`src/rtl/bitwise_pkg.sv`:
```
// Shared encodings for the bit-serial logic sequencer: operation codes, FSM states
// and the parity helper used when BITWISE_SEQ_PARITY_EN is defined.
package bitwise_pkg;

  typedef enum logic [1:0] {
    OP_NAND = 2'd0,
    OP_AND  = 2'd1,
    OP_OR   = 2'd2,
    OP_XOR  = 2'd3
  } op_t;

  typedef enum logic [1:0] {
    ST_IDLE  = 2'd0,
    ST_SHIFT = 2'd1,
    ST_DONE  = 2'd2
  } state_t;

  // Even parity: 1 when the vector holds an odd number of ones.
  function automatic logic even_parity(input logic [31:0] v);
    return ^v;
  endfunction

endpackage

```
`src/rtl/piso_shift.sv`:
```
// Parallel-in serial-out operand register: parallel load, right shift, bit 0 presented on q.
module piso_shift #(
  parameter int WIDTH = 8
) (
  input  logic             clk,
  input  logic             rst,
  input  logic             load,
  input  logic             shift,
  input  logic [WIDTH-1:0] d,
  output logic             q
);

  logic [WIDTH-1:0] sr_r;

  // Operand register: load wins over shift; reset clears.
  always_ff @(posedge clk) begin
    if (rst) begin
      sr_r <= {WIDTH{1'b0}};
    end else if (load) begin
      sr_r <= d;
    end else if (shift) begin
      sr_r <= {1'b0, sr_r[WIDTH-1:1]};
    end else begin
      sr_r <= sr_r;
    end
  end

  assign q = sr_r[0];

endmodule

```
`src/rtl/bitwise_seq.sv`:
```
// Bit-serial sequencer that streams two operands LSB first through an external logic unit
// and reassembles its result. Defining BITWISE_SEQ_PARITY_EN adds the result_par output.
module bitwise_seq
  import bitwise_pkg::*;
#(
  parameter int WIDTH = 8
) (
  input  logic             clk,
  input  logic             rst,
  input  logic             start,
  input  logic [1:0]       op_in,
  input  logic [WIDTH-1:0] a_in,
  input  logic [WIDTH-1:0] b_in,
  output logic             a,
  output logic             b,
  output logic             sel_1,
  output logic             sel_0,
  input  logic             c,
  output logic             busy,
  output logic             done,
  output logic [WIDTH-1:0] result
`ifdef BITWISE_SEQ_PARITY_EN
  ,
  output logic             result_par
`endif
);

  localparam int CNT_W = (WIDTH > 2) ? $clog2(WIDTH) : 1;
  localparam logic [CNT_W-1:0] CNT_MAX = CNT_W'(WIDTH - 1);

  state_t           state_r;
  state_t           state_next_s;
  logic             load_s;
  logic             shift_s;
  logic [CNT_W-1:0] cnt_r;
  op_t              op_r;
  logic [WIDTH-1:0] result_r;
  logic [WIDTH-1:0] result_next_s;
  logic             a_q_s;
  logic             b_q_s;

  piso_shift #(.WIDTH(WIDTH)) u_a_shift (
    .clk   (clk),
    .rst   (rst),
    .load  (load_s),
    .shift (shift_s),
    .d     (a_in),
    .q     (a_q_s)
  );

  piso_shift #(.WIDTH(WIDTH)) u_b_shift (
    .clk   (clk),
    .rst   (rst),
    .load  (load_s),
    .shift (shift_s),
    .d     (b_in),
    .q     (b_q_s)
  );

  // FSM state register.
  always_ff @(posedge clk) begin
    if (rst) begin
      state_r <= ST_IDLE;
    end else begin
      state_r <= state_next_s;
    end
  end

  // Next-state logic; start only matters in IDLE, so a request during an operation is dropped.
  always_comb begin
    state_next_s = state_r;
    load_s       = 1'b0;
    shift_s      = 1'b0;
    case (state_r)
      ST_IDLE: begin
        if (start) begin
          load_s       = 1'b1;
          state_next_s = ST_SHIFT;
        end else begin
          state_next_s = ST_IDLE;
        end
      end
      ST_SHIFT: begin
        shift_s = 1'b1;
        if (cnt_r == CNT_MAX) begin
          state_next_s = ST_DONE;
        end else begin
          state_next_s = ST_SHIFT;
        end
      end
      ST_DONE: begin
        state_next_s = ST_IDLE;
      end
      default: begin
        state_next_s = ST_IDLE;
      end
    endcase
  end

  // The first returned bit ends up in bit 0 after WIDTH shifts.
  assign result_next_s = {c, result_r[WIDTH-1:1]};

  // Counter, op latch and result assembly; result only moves while shifting.
  always_ff @(posedge clk) begin
    if (rst) begin
      cnt_r    <= {CNT_W{1'b0}};
      op_r     <= OP_NAND;
      result_r <= {WIDTH{1'b0}};
    end else if (load_s) begin
      cnt_r    <= {CNT_W{1'b0}};
      op_r     <= op_t'(op_in);
      result_r <= result_r;
    end else if (shift_s) begin
      cnt_r    <= cnt_r + CNT_W'(1);
      op_r     <= op_r;
      result_r <= result_next_s;
    end else begin
      cnt_r    <= cnt_r;
      op_r     <= op_r;
      result_r <= result_r;
    end
  end

`ifdef BITWISE_SEQ_PARITY_EN
  logic result_par_r;

  // Parity tracks the value being written into result so the two never disagree.
  always_ff @(posedge clk) begin
    if (rst) begin
      result_par_r <= 1'b0;
    end else if (shift_s) begin
      result_par_r <= even_parity(32'(result_next_s));
    end else begin
      result_par_r <= result_par_r;
    end
  end

  assign result_par = result_par_r;
`endif

  // Interface to the logic unit is quiet outside SHIFT; status decodes the state register.
  always_comb begin
    a     = 1'b0;
    b     = 1'b0;
    sel_1 = 1'b0;
    sel_0 = 1'b0;
    busy  = 1'b0;
    done  = 1'b0;
    if (state_r == ST_SHIFT) begin
      a     = a_q_s;
      b     = b_q_s;
      sel_1 = op_r[1];
      sel_0 = op_r[0];
      busy  = 1'b1;
    end else if (state_r == ST_DONE) begin
      busy  = 1'b1;
      done  = 1'b1;
    end else begin
      busy  = 1'b0;
    end
  end

  assign result = result_r;

endmodule

```
`config.mk`:
```
export PLATFORM = sky130hd
export DESIGN_NAME = bitwise_seq
export DESIGN_NICKNAME = d
export VERILOG_FILES = /design/src/rtl/bitwise_pkg.sv /design/src/rtl/piso_shift.sv /design/src/rtl/bitwise_seq.sv
export SDC_FILE = /design/constraint.sdc
export NUM_CORES = 1
export LEC_CHECK = 0
export CORE_MARGIN = 3
export CORE_UTILIZATION = 44
export CTS_CLUSTER_DIAMETER = 80
export DETAILED_ROUTE_END_ITERATION = 8
export GPL_ROUTABILITY_DRIVEN = 0
export PLACE_DENSITY = 0.74
export SYNTH_ARGS = -nofsm -noshare
export SYNTH_HDL_FRONTEND = slang
export SYNTH_SLANG_ARGS = --single-unit
```
`constraint.sdc`:
```
create_clock -name clk -period 1.3 [get_ports clk]
set_input_delay 0.26 -clock clk [delete_from_list [all_inputs] [get_ports clk]]
set_output_delay 0.26 -clock clk [all_outputs]
set_load 0.02 [all_outputs]
```
Yosys cells after proc, flatten, opt, wreduce, memory -nomap -nowiden
Cells that the tools add are included.
{"block": "classes", "add_sub_neg": 1, "multipliers": 0, "n_div": 0, "magnitude_cmp": 0, "eq_ne": 3, "n_shift": 0, "n_mux": 17, "bitwise_logic": 1, "n_reduce_logical": 4}
{"operator": "8-bit two-way mux", "n": 4}
{"operator": "1-bit two-way mux", "n": 11}
{"operator": "2-bit case mux with 2 select lines", "n": 1}
{"operator": "3-bit by 1-bit adder with 3-bit output (second input constant)", "n": 1}
{"operator": "3-bit == test (second input constant)", "n": 1}
{"operator": "2-bit by 1-bit == test with 1-bit output (second input constant)", "n": 1}
{"operator": "2-bit == test (second input constant)", "n": 1}
{"operator": "2-bit logical NOT", "n": 1}
{"operator": "2-bit two-way mux", "n": 1}
{"operator": "2-bit AND reduction", "n": 1}
{"operator": "2-bit nonzero test", "n": 1}
{"operator": "2-bit OR reduction", "n": 1}
{"operator": "1-bit NOT", "n": 1}
{"block": "word_totals", "register_bits": 31, "latchBits": 0, "ram_bits": 0, "rom_bits": 0, "input_bits": 22, "n_memories": 0}

Depth between registers and ports, before layout
Gate-level depths: netlist (run 1).
{"block": "depth", "word_depth": 4, "mapped_depth": 6}

Hierarchy
Synthesis (run 1) repeated with hierarchy kept, for this count alone.
{"block": "unflattened", "cells_unflattened": 134, "area_unflattened_um2": 1393.8}
{"module": "piso_shift", "n_inst": 2, "cells_each": 35, "area_each_um2": 369.1, "seq_area_each_um2": 160.2}
{"module": "bitwise_seq", "n_inst": 1, "cells_each": 64, "area_each_um2": 655.6, "seq_area_each_um2": 300.3}

Worst setup path before layout (run 1)
No wires, ideal clock.
{"block": "synth_timing", "kind": "register to output", "from": "reg state_r[1]", "to": "out a", "arrival_ns": 1.037, "t_required_ns": 1.040, "slack_ns": 0.003, "path_stages_with_launch": 6, "n_path_buf": 2, "path_cell_list": "dfxtp_1 inv_1 ha_1 buf_6 buf_4 and2_1"}
{"block": "synth_via", "elab_chain_len": 2}
{"element": "from (decl)", "line": "bitwise_seq.sv:31", "rtl": "state_t state_r;"}
{"element": "from (signal assigned)", "line": "bitwise_seq.sv:65", "rtl": "state_r <= state_next_s;"}
{"element": "2-bit by 1-bit == test with 1-bit output", "line": "bitwise_seq.sv:149", "rtl": "if (state_r == ST_SHIFT) begin"}
{"element": "1-bit two-way mux", "line": "bitwise_seq.sv:149"}
{"element": "to (decl)", "line": "bitwise_seq.sv:14", "rtl": "output logic a,"}
No other way between the ends.

Worst setup path in the final report (run 1)
{"block": "layout_timing", "from": "reg state_r[1]", "to": "out busy"}
{"block": "layout_via", "elab_chain_len": 3, "word_cells_on_any_way": 4, "cone_classes": "2 x eq/ne; 2 x mux"}
{"element": "2-bit == test", "line": "bitwise_seq.sv:155", "rtl": "end else if (state_r == ST_DONE) begin"}
{"element": "1-bit two-way mux", "line": "bitwise_seq.sv:155"}
{"element": "1-bit two-way mux *", "line": "bitwise_seq.sv:149"}
{"element": "to (decl)", "line": "bitwise_seq.sv:19", "rtl": "output logic busy,"}
Mark *: on every way between the ends. The rest lies on a longest branch, timed or not.

==> results.sh, run 1 <==
export IMPL_ys_warn_count=0
export IMPL_root_buffer="clkbuf_4"
export IMPL_r2r_end="u_a_shift.sr_r[3]"
export IMPL_grt_max_degree=32
export IMPL_grt_overflow_total=0
export IMPL_nFillCells=215
export IMPL_ys_types=19
export IMPL_ioPinCount=36
export IMPL_synth_simple_area_share=0.1371
export IMPL_first_iter_violations=28
export IMPL_timing_final_crit_share=1.117
export IMPL_die_area_um2=3747
export IMPL_clk_latency_ns=0.34
export IMPL_critPathKind="register to output pin"
export IMPL_hold_buffers=0
export IMPL_synth_edf_count=0
export IMPL_synth_ff_type="dfxtp_1"
export IMPL_synth_seq_area_share=0.4627
export IMPL_hold_slack_ns=0.4662
export IMPL_cts_tree="yes"
export IMPL_path_buf_inv=3
export IMPL_r2r_start="state_r[1]"
export IMPL_finalWirelength_um=2922
export IMPL_antenna_found_initial=0
export IMPL_core_area_um2=2829
export IMPL_maxClockFrequency_mhz=688.4
export IMPL_fin_tns_setup_ns=-0.8432
export IMPL_synthMuxAreaShare=0.1791
export IMPL_p_per_area_nw_per_um2=1143
export IMPL_hold_violations=0
export IMPL_hp_start="a_in[7]"
export IMPL_first_global_vias=1054
export IMPL_worst_slack_ns=-0.1527
export IMPL_cts_buffer_depth=2
export IMPL_r2r_cells=6
export IMPL_r2r_slack_ns=-0.02
export IMPL_finalPower_mw=2.267
export IMPL_syn_nets=162
export IMPL_finalSetupViolations=9
export IMPL_slowest_delay_ns=0.34
export IMPL_path_cells="inv_2, buf_6, ha_4, buf_6"
export IMPL_area_growth_synth_to_final_pct=47.85
export IMPL_dieHeight_um=61.21
export IMPL_hpwl_um=1819
export IMPL_end_kind="output pin"
export IMPL_min_path_type="input port to register"
export IMPL_cpMostUsedCell="buf_6"
export IMPL_synth_top_area_frac=0.4627
export IMPL_start_util=0.4741
export IMPL_ys_seq_elements=31
export IMPL_relSlewSlack=0.8702
export IMPL_cp_required_ns=1.04
export IMPL_worstPathArrival_ns=1.19
export IMPL_cts_max_level=2
export IMPL_synth_compound_area_frac=0.09701
export IMPL_violations="setup timing"
export IMPL_grt_first_pass_wirelength_um=4712
export IMPL_port_buffers=35
export IMPL_layout_drive_gt1_share=0.3077
export IMPL_drtPass1Iterations=4
export IMPL_startpoint_type="register"
export IMPL_rsz0062_at_grt="true"
export IMPL_worst_pin_slew_ns=0.1936
export IMPL_antenna_left=0
export IMPL_die_width_um=61.21
export IMPL_track_usage=0.1771
export IMPL_synthXorXnorAreaFrac=0.006530
export IMPL_numClockSinks=31
export IMPL_drc=0
export IMPL_synth_top_area_cell="dfxtp_1"
export IMPL_crit_family="flip-flops"
export IMPL_pre_cts_slack_ns=-0.3443
export IMPL_cp_startpoint="state_r[1]"
export IMPL_status="complete, but fails checks"
export IMPL_syn_inst=135
export IMPL_period_needed_ns=1.453
export IMPL_synth_adder_area_share=0.04664
export IMPL_ys_top_cells_by_count="31 x dfxtp_1, 24 x mux2i_1, 23 x nor2_1, 14 x a211oi_1, 8 x nand2_1"
export IMPL_numCtsBuffers=5
export IMPL_diodes=0
export IMPL_hold_end="u_a_shift.sr_r[7]"
export IMPL_async_reset_ff_frac=0
export IMPL_worstPathMaxFanout=2
export IMPL_vias_per_cell=5.272
export IMPL_synth_top_family_by_area="multiplexers"
export IMPL_cap_violations=0
export IMPL_worst_ir_drop_vdd_v=0.0007898
export IMPL_nets=208
export IMPL_drv_slew=0
export IMPL_hold_depth=3
export IMPL_vias=1123
export IMPL_p_leak_nw=0.8109
export IMPL_avgSynthCellArea_um2=9.935
export IMPL_worst_clock_skew_ns=0.01831
export IMPL_synthesis_area_um2=1341
export IMPL_wl_per_cell_um=13.72
export IMPL_synth_area_top_cells="dfxtp_1 46%, mux2i_1 18%, a211oi_1 7.8%"
export IMPL_rows=19
export IMPL_cts_clk_slew_worst_paths_ns=0.11
export IMPL_slowest_stage="dfxtp_2"
export IMPL_yosys_cell_count_top_type="dfxtp_1"
[how the worst max path moves through the flow]
stage                       end  cells past startpoint  slack, ns
after floorplan               a                      5      0.003
after global placement    sel_1                      4      -0.33
after detailed placement  sel_0                      4      -0.34
after CTS                  busy                      4      -0.20
after global routing       busy                      4      -0.20
final                      busy                      4      -0.15
[routing by layer]
layer | GRT usage | routed length (um) | share of wire
met3 | 0.05031 | 161 | 0.055
met4 | 0.1022 | 63 | 0.022
met5 | 0 | 0 | 0
met2 | 0.2704 | 1425 | 0.49
met1 | 0.2227 | 1272 | 0.44
[power by group]
part	internal [mW]	leakage (nW)	switching (mW)
registers	1.01	0.255	0.0343
logic	0.252	0.508	0.180
clock network	0.454	0.0482	0.340
total	1.71	0.811	0.554
[kinds of logic after synthesis]
kind of cell	after synthesis
buf+inv	13
compound gates	19
mux	24
flops	31
simple gates	42
fa+ha+maj	5
xor+xnor	1
[layout make-up]
| cell class | count | area [um2] | share of cell area |
|---|---|---|---|
| clock buffers | 6 | 51.30 | 0.02587 |
| inverters | 2 | 7.507 | 0.003785 |
| multi-input cells | 91 | 711.9 | 0.3590 |
| clock inverters | 2 | 35.03 | 0.01767 |
| well taps | 31 | 38.79 | 0.01956 |
| flip-flops and latches | 31 | 623.1 | 0.3142 |
| repair buffers | 50 | 515.5 | 0.2599 |
[layout by cell type (no fill, tap or decap), drive strengths merged]
cell,netlist,layout
nor3,3,3
bufinv,0,1
mux2i,24,24
a21oi,5,5
buf,8,22
dfxtp,31,31
nor2,23,23
inv,2,2
clkdlybuf4s50,0,21
a211oi,14,14
clkinv,0,1
nand2,8,8
xnor2,1,1
ha,5,5
nand3b,2,2
clkbuf,3,13
and2,5,5
nand2b,1,1
[sequential cells by signal (all words and copies together) (netlist names)]
register,count
result,8
u_a_shift.sr_r,8
u_b_shift.sr_r,8
cnt_r,3
op_r,2
state_r,2
[worst register-to-register path, delay by kind of cell (launching register included)]
kind / cells / cell delay (ns)
compound gates: 1 / 0.09
fa+ha+maj: 1 / 0.18
buf+inv: 3 / 0.38
flops: 1 / 0.33
mux: 1 / 0.22
[what timing repair did]
action	4_1_cts	5_1_grt
buffers inserted	1	2
cloned	2	0
pin swaps	16	4
resized for setup	69	21
endpoints found under the setup margin	30	31
[stage by stage]
step / std cells / utilization / instance area (um2)
finish: 213 / 0.7010 / 1983
global route: 213 / 0.7010 / 1983
CTS: 212 / 0.6953 / 1967
detailed placement: 201 / 0.6196 / 1753
global placement: 201 / 0.6196 / 1753
floorplan: 135 / - / 1341
Power figures use the tool's default switching activity.
==> run 2, diff against run 1 <==
--- a/config.mk
+++ b/config.mk
@@ -5,12 +5,14 @@
 export SDC_FILE = /design/constraint.sdc
 export NUM_CORES = 1
 export LEC_CHECK = 0
+export ABC_AREA = 1
 export CORE_MARGIN = 3
 export CORE_UTILIZATION = 44
 export CTS_CLUSTER_DIAMETER = 80
 export DETAILED_ROUTE_END_ITERATION = 8
 export GPL_ROUTABILITY_DRIVEN = 0
-export PLACE_DENSITY = 0.74
+export PLACE_DENSITY_LB_ADDON = 0.15
 export SYNTH_ARGS = -nofsm -noshare
 export SYNTH_HDL_FRONTEND = slang
 export SYNTH_SLANG_ARGS = --single-unit
+export TNS_END_PERCENT = 20
==> run 2 against run 1 <==
The flow still finishes with violations (setup timing). Critical path depth up 2. Non-clock buffer count up 9. Clock power up 2.5%. Flip-flop and latch count unchanged. Sequential share of layout area down 4.3 points. Global-route usage up 0.47 points. Maximum frequency down 2.6%. Via count up 32%.
==> results.sh, run 2 <==
export IMPL_status="complete, but fails checks"
export IMPL_violations="setup timing"
export IMPL_ys_warn_count=0
export IMPL_end_kind="output pin"
export IMPL_syn_inst=212
export IMPL_maxClockFrequency_mhz=670.2
export IMPL_period_needed_ns=1.492
export IMPL_synthesis_area_um2=1558
export IMPL_track_usage=0.1819
export IMPL_startpoint_type="register"
export IMPL_finalSetupViolations=33
export IMPL_drc=0
export IMPL_path_buf_inv=4
export IMPL_worstPathMaxFanout=6
export IMPL_use_met2=0.2958
export IMPL_dieHeight_um=65.50
export IMPL_synth_seq_area_share=0.3984
export IMPL_worst_pin_slew_ns=0.2680
export IMPL_rsz0062_at_grt="true"
export IMPL_fin_tns_setup_ns=-3.475
export IMPL_synth_top_area_frac=0.3984
export IMPL_p_leak_nw=1.040
export IMPL_die_width_um=65.50
export IMPL_drv_slew=0
export IMPL_slowest_stage="dfxtp_2"
export IMPL_final_cell_mix="40 x nand2_1, 28 x dfxtp_1, 21 x nand3_1, 21 x clkdlybuf4s50_1"
export IMPL_ys_types=17
export IMPL_synth_top_family_by_area="simple AND/OR/NAND/NOR gates"
export IMPL_cts_clk_slew_worst_paths_ns=0.11
export IMPL_numCtsBuffers=5
export IMPL_synth_ff_type="dfxtp_1"
export IMPL_synthXorXnorAreaFrac=0.005622
export IMPL_rows=20
export IMPL_vias_per_cell=4.808
export IMPL_wl_per_cell_um=11.89
export IMPL_area_growth_synth_to_final_pct=47.79
export IMPL_finalWirelength_um=3661
export IMPL_avgSynthCellArea_um2=7.348
export IMPL_vias=1481
export IMPL_slowest_delay_ns=0.35
export IMPL_grt_met1_usage=0.2259
export IMPL_worstPathArrival_ns=1.23
export IMPL_ioPinCount=36
export IMPL_cts_max_level=2
export IMPL_synth_simple_area_share=0.3092
export IMPL_drtPass1Iterations=4
export IMPL_first_global_vias=1342
export IMPL_nFillCells=262
export IMPL_synth_edf_count=0
export IMPL_start_util=0.4863
export IMPL_clk_latency_ns=0.35
export IMPL_timing_final_crit_share=1.148
export IMPL_min_path_type="register to register"
export IMPL_hold_buffers=0
export IMPL_nets=290
export IMPL_worst_clock_skew_ns=0.01040
export IMPL_hpwl_um=2419
export IMPL_crit_family="flip-flops"
export IMPL_port_buffers=35
export IMPL_grt_util_met3=0.06667
export IMPL_antenna_left=0
export IMPL_cap_violations=0
export IMPL_numClockSinks=31
export IMPL_worst_slack_ns=-0.1921
export IMPL_worst_ir_drop_vdd_v=0.0006812
export IMPL_synth_compound_area_frac=0.1173
export IMPL_hold_slack_ns=0.4736
export IMPL_synthMuxAreaShare=0
export IMPL_synth_area_top_cells="dfxtp_1 40%, nand2_1 11%, nand3_1 9.6%"
export IMPL_synth_top_area_cell="dfxtp_1"
export IMPL_cp_required_ns=1.04
export IMPL_die_area_um2=4290
export IMPL_diodes=0
export IMPL_layout_drive_gt1_share=0.3788
export IMPL_layout_commonest_cell="nand2_1"
export IMPL_core_area_um2=3203
export IMPL_path_cells="inv_2, ha_4, buf_6, nand2_2, inv_2, buf_6"
export IMPL_critPathKind="register to output pin"
export IMPL_ys_seq_elements=31
export IMPL_p_per_area_nw_per_um2=1084
export IMPL_async_reset_ff_frac=0
export IMPL_syn_nets=239
export IMPL_cts_tree="yes"
export IMPL_relSlewSlack=0.8211
export IMPL_cts_buffer_depth=2
export IMPL_busiest_layer="met2"
export IMPL_root_buffer="clkbuf_4"
export IMPL_yosys_cell_count_top_type="nand2_1"
export IMPL_ys_top_cells_by_count="44 x nand2_1, 31 x dfxtp_1, 30 x nand3_1, 23 x inv_1, 21 x nor2_1"
export IMPL_antenna_found_initial=0
export IMPL_hold_violations=0
export IMPL_grt_overflow_total=0
export IMPL_synth_adder_area_share=0.04016
export IMPL_grt_max_degree=21
export IMPL_first_iter_violations=58
export IMPL_grt_first_pass_wirelength_um=5975
[run 2: cell count changes after synthesis, moves of 14 or more]
cell and delta:
nand2_1 +36, nand3_1 +30, mux2i_1 -24, inv_1 +21, a211oi_1 -14
[run 2: tightest hold or removal path: stages, from the launching register on]
cell     delay [ns]
dfxtp_1        0.33
nand2_1        0.06
a21oi_1        0.05
[run 2: final timing paths]
path                                 start                end  slack (ns)  depth (start not counted)
worst max register to register  state_r[1]  u_b_shift.sr_r[5]       -0.13                          9
worst min-delay path              cnt_r[2]           cnt_r[2]        0.47                          2
worst max-delay path            state_r[1]              sel_0       -0.19                          6
worst min register to register    cnt_r[2]           cnt_r[2]        0.47                          2
[run 2: kinds of logic after synthesis]
| group | count (synthesis) |
|---|---|
| simple gates | 107 |
| compound gates | 29 |
| buf+inv | 39 |
| xor+xnor | 1 |
| fa+ha+maj | 5 |
| flops | 31 |
[run 2: cell type report]
cell class	instances	area (um2)	area share
Clock buffer	6	51.30	0.02228
Clock inverter	2	35.03	0.01522
Inverter	24	102.6	0.04457
Multi-Input combinational cell	142	849.6	0.3690
Sequential cell	31	624.3	0.2712
Tap cell	44	55.05	0.02391
Timing Repair Buffer	59	584.3	0.2538
[run 2: stage by stage]
stage / area [um2] / setup slack, ns / power (mW) / std cells / utilization
after floorplan: 1558 / 0.1141 / 1.409 / 212 / -
after detailed placement: 2034 / -0.3359 / 1.619 / 297 / 0.6352
after CTS: 2212 / -0.2351 / 2.451 / 306 / 0.6906
after global routing: 2302 / -0.2306 / 2.613 / 308 / 0.7188
after global placement: 2034 / -0.3168 / 1.614 / 297 / 0.6352
final: 2302 / -0.1921 / 2.496 / 308 / 0.7188
[run 2: layer usage]
| metal | vias to the layer above | share of wire |
|---|---|---|
| met2 | 30 | 0.49 |
| li1 | 768 | - |
| met1 | 675 | 0.46 |
| met4 | 0 | 0.021 |
| met3 | 8 | 0.035 |
| met5 | - | 0 |
[run 2: where the power goes]
group,internal (mW),switching (mW)
Clock,0.454,0.360
Sequential,1.03,0.0518
Combinational,0.299,0.306
[run 2: what timing repair did]
item                       4_1_cts  5_1_grt
buffers inserted                 1        2
setup endpoints to repair       41       38
pin swaps                        2       13
cloned                           0        1
resized for setup               69       38
==> run 3, diff against run 2 <==
--- a/config.mk
+++ b/config.mk
@@ -8,7 +8,6 @@
 export ABC_AREA = 1
 export CORE_MARGIN = 3
 export CORE_UTILIZATION = 44
-export CTS_CLUSTER_DIAMETER = 80
 export DETAILED_ROUTE_END_ITERATION = 8
 export GPL_ROUTABILITY_DRIVEN = 0
 export PLACE_DENSITY_LB_ADDON = 0.15
==> results of run 3 <==
No change in the layout: final DEF, timing and power equal those of run 2.
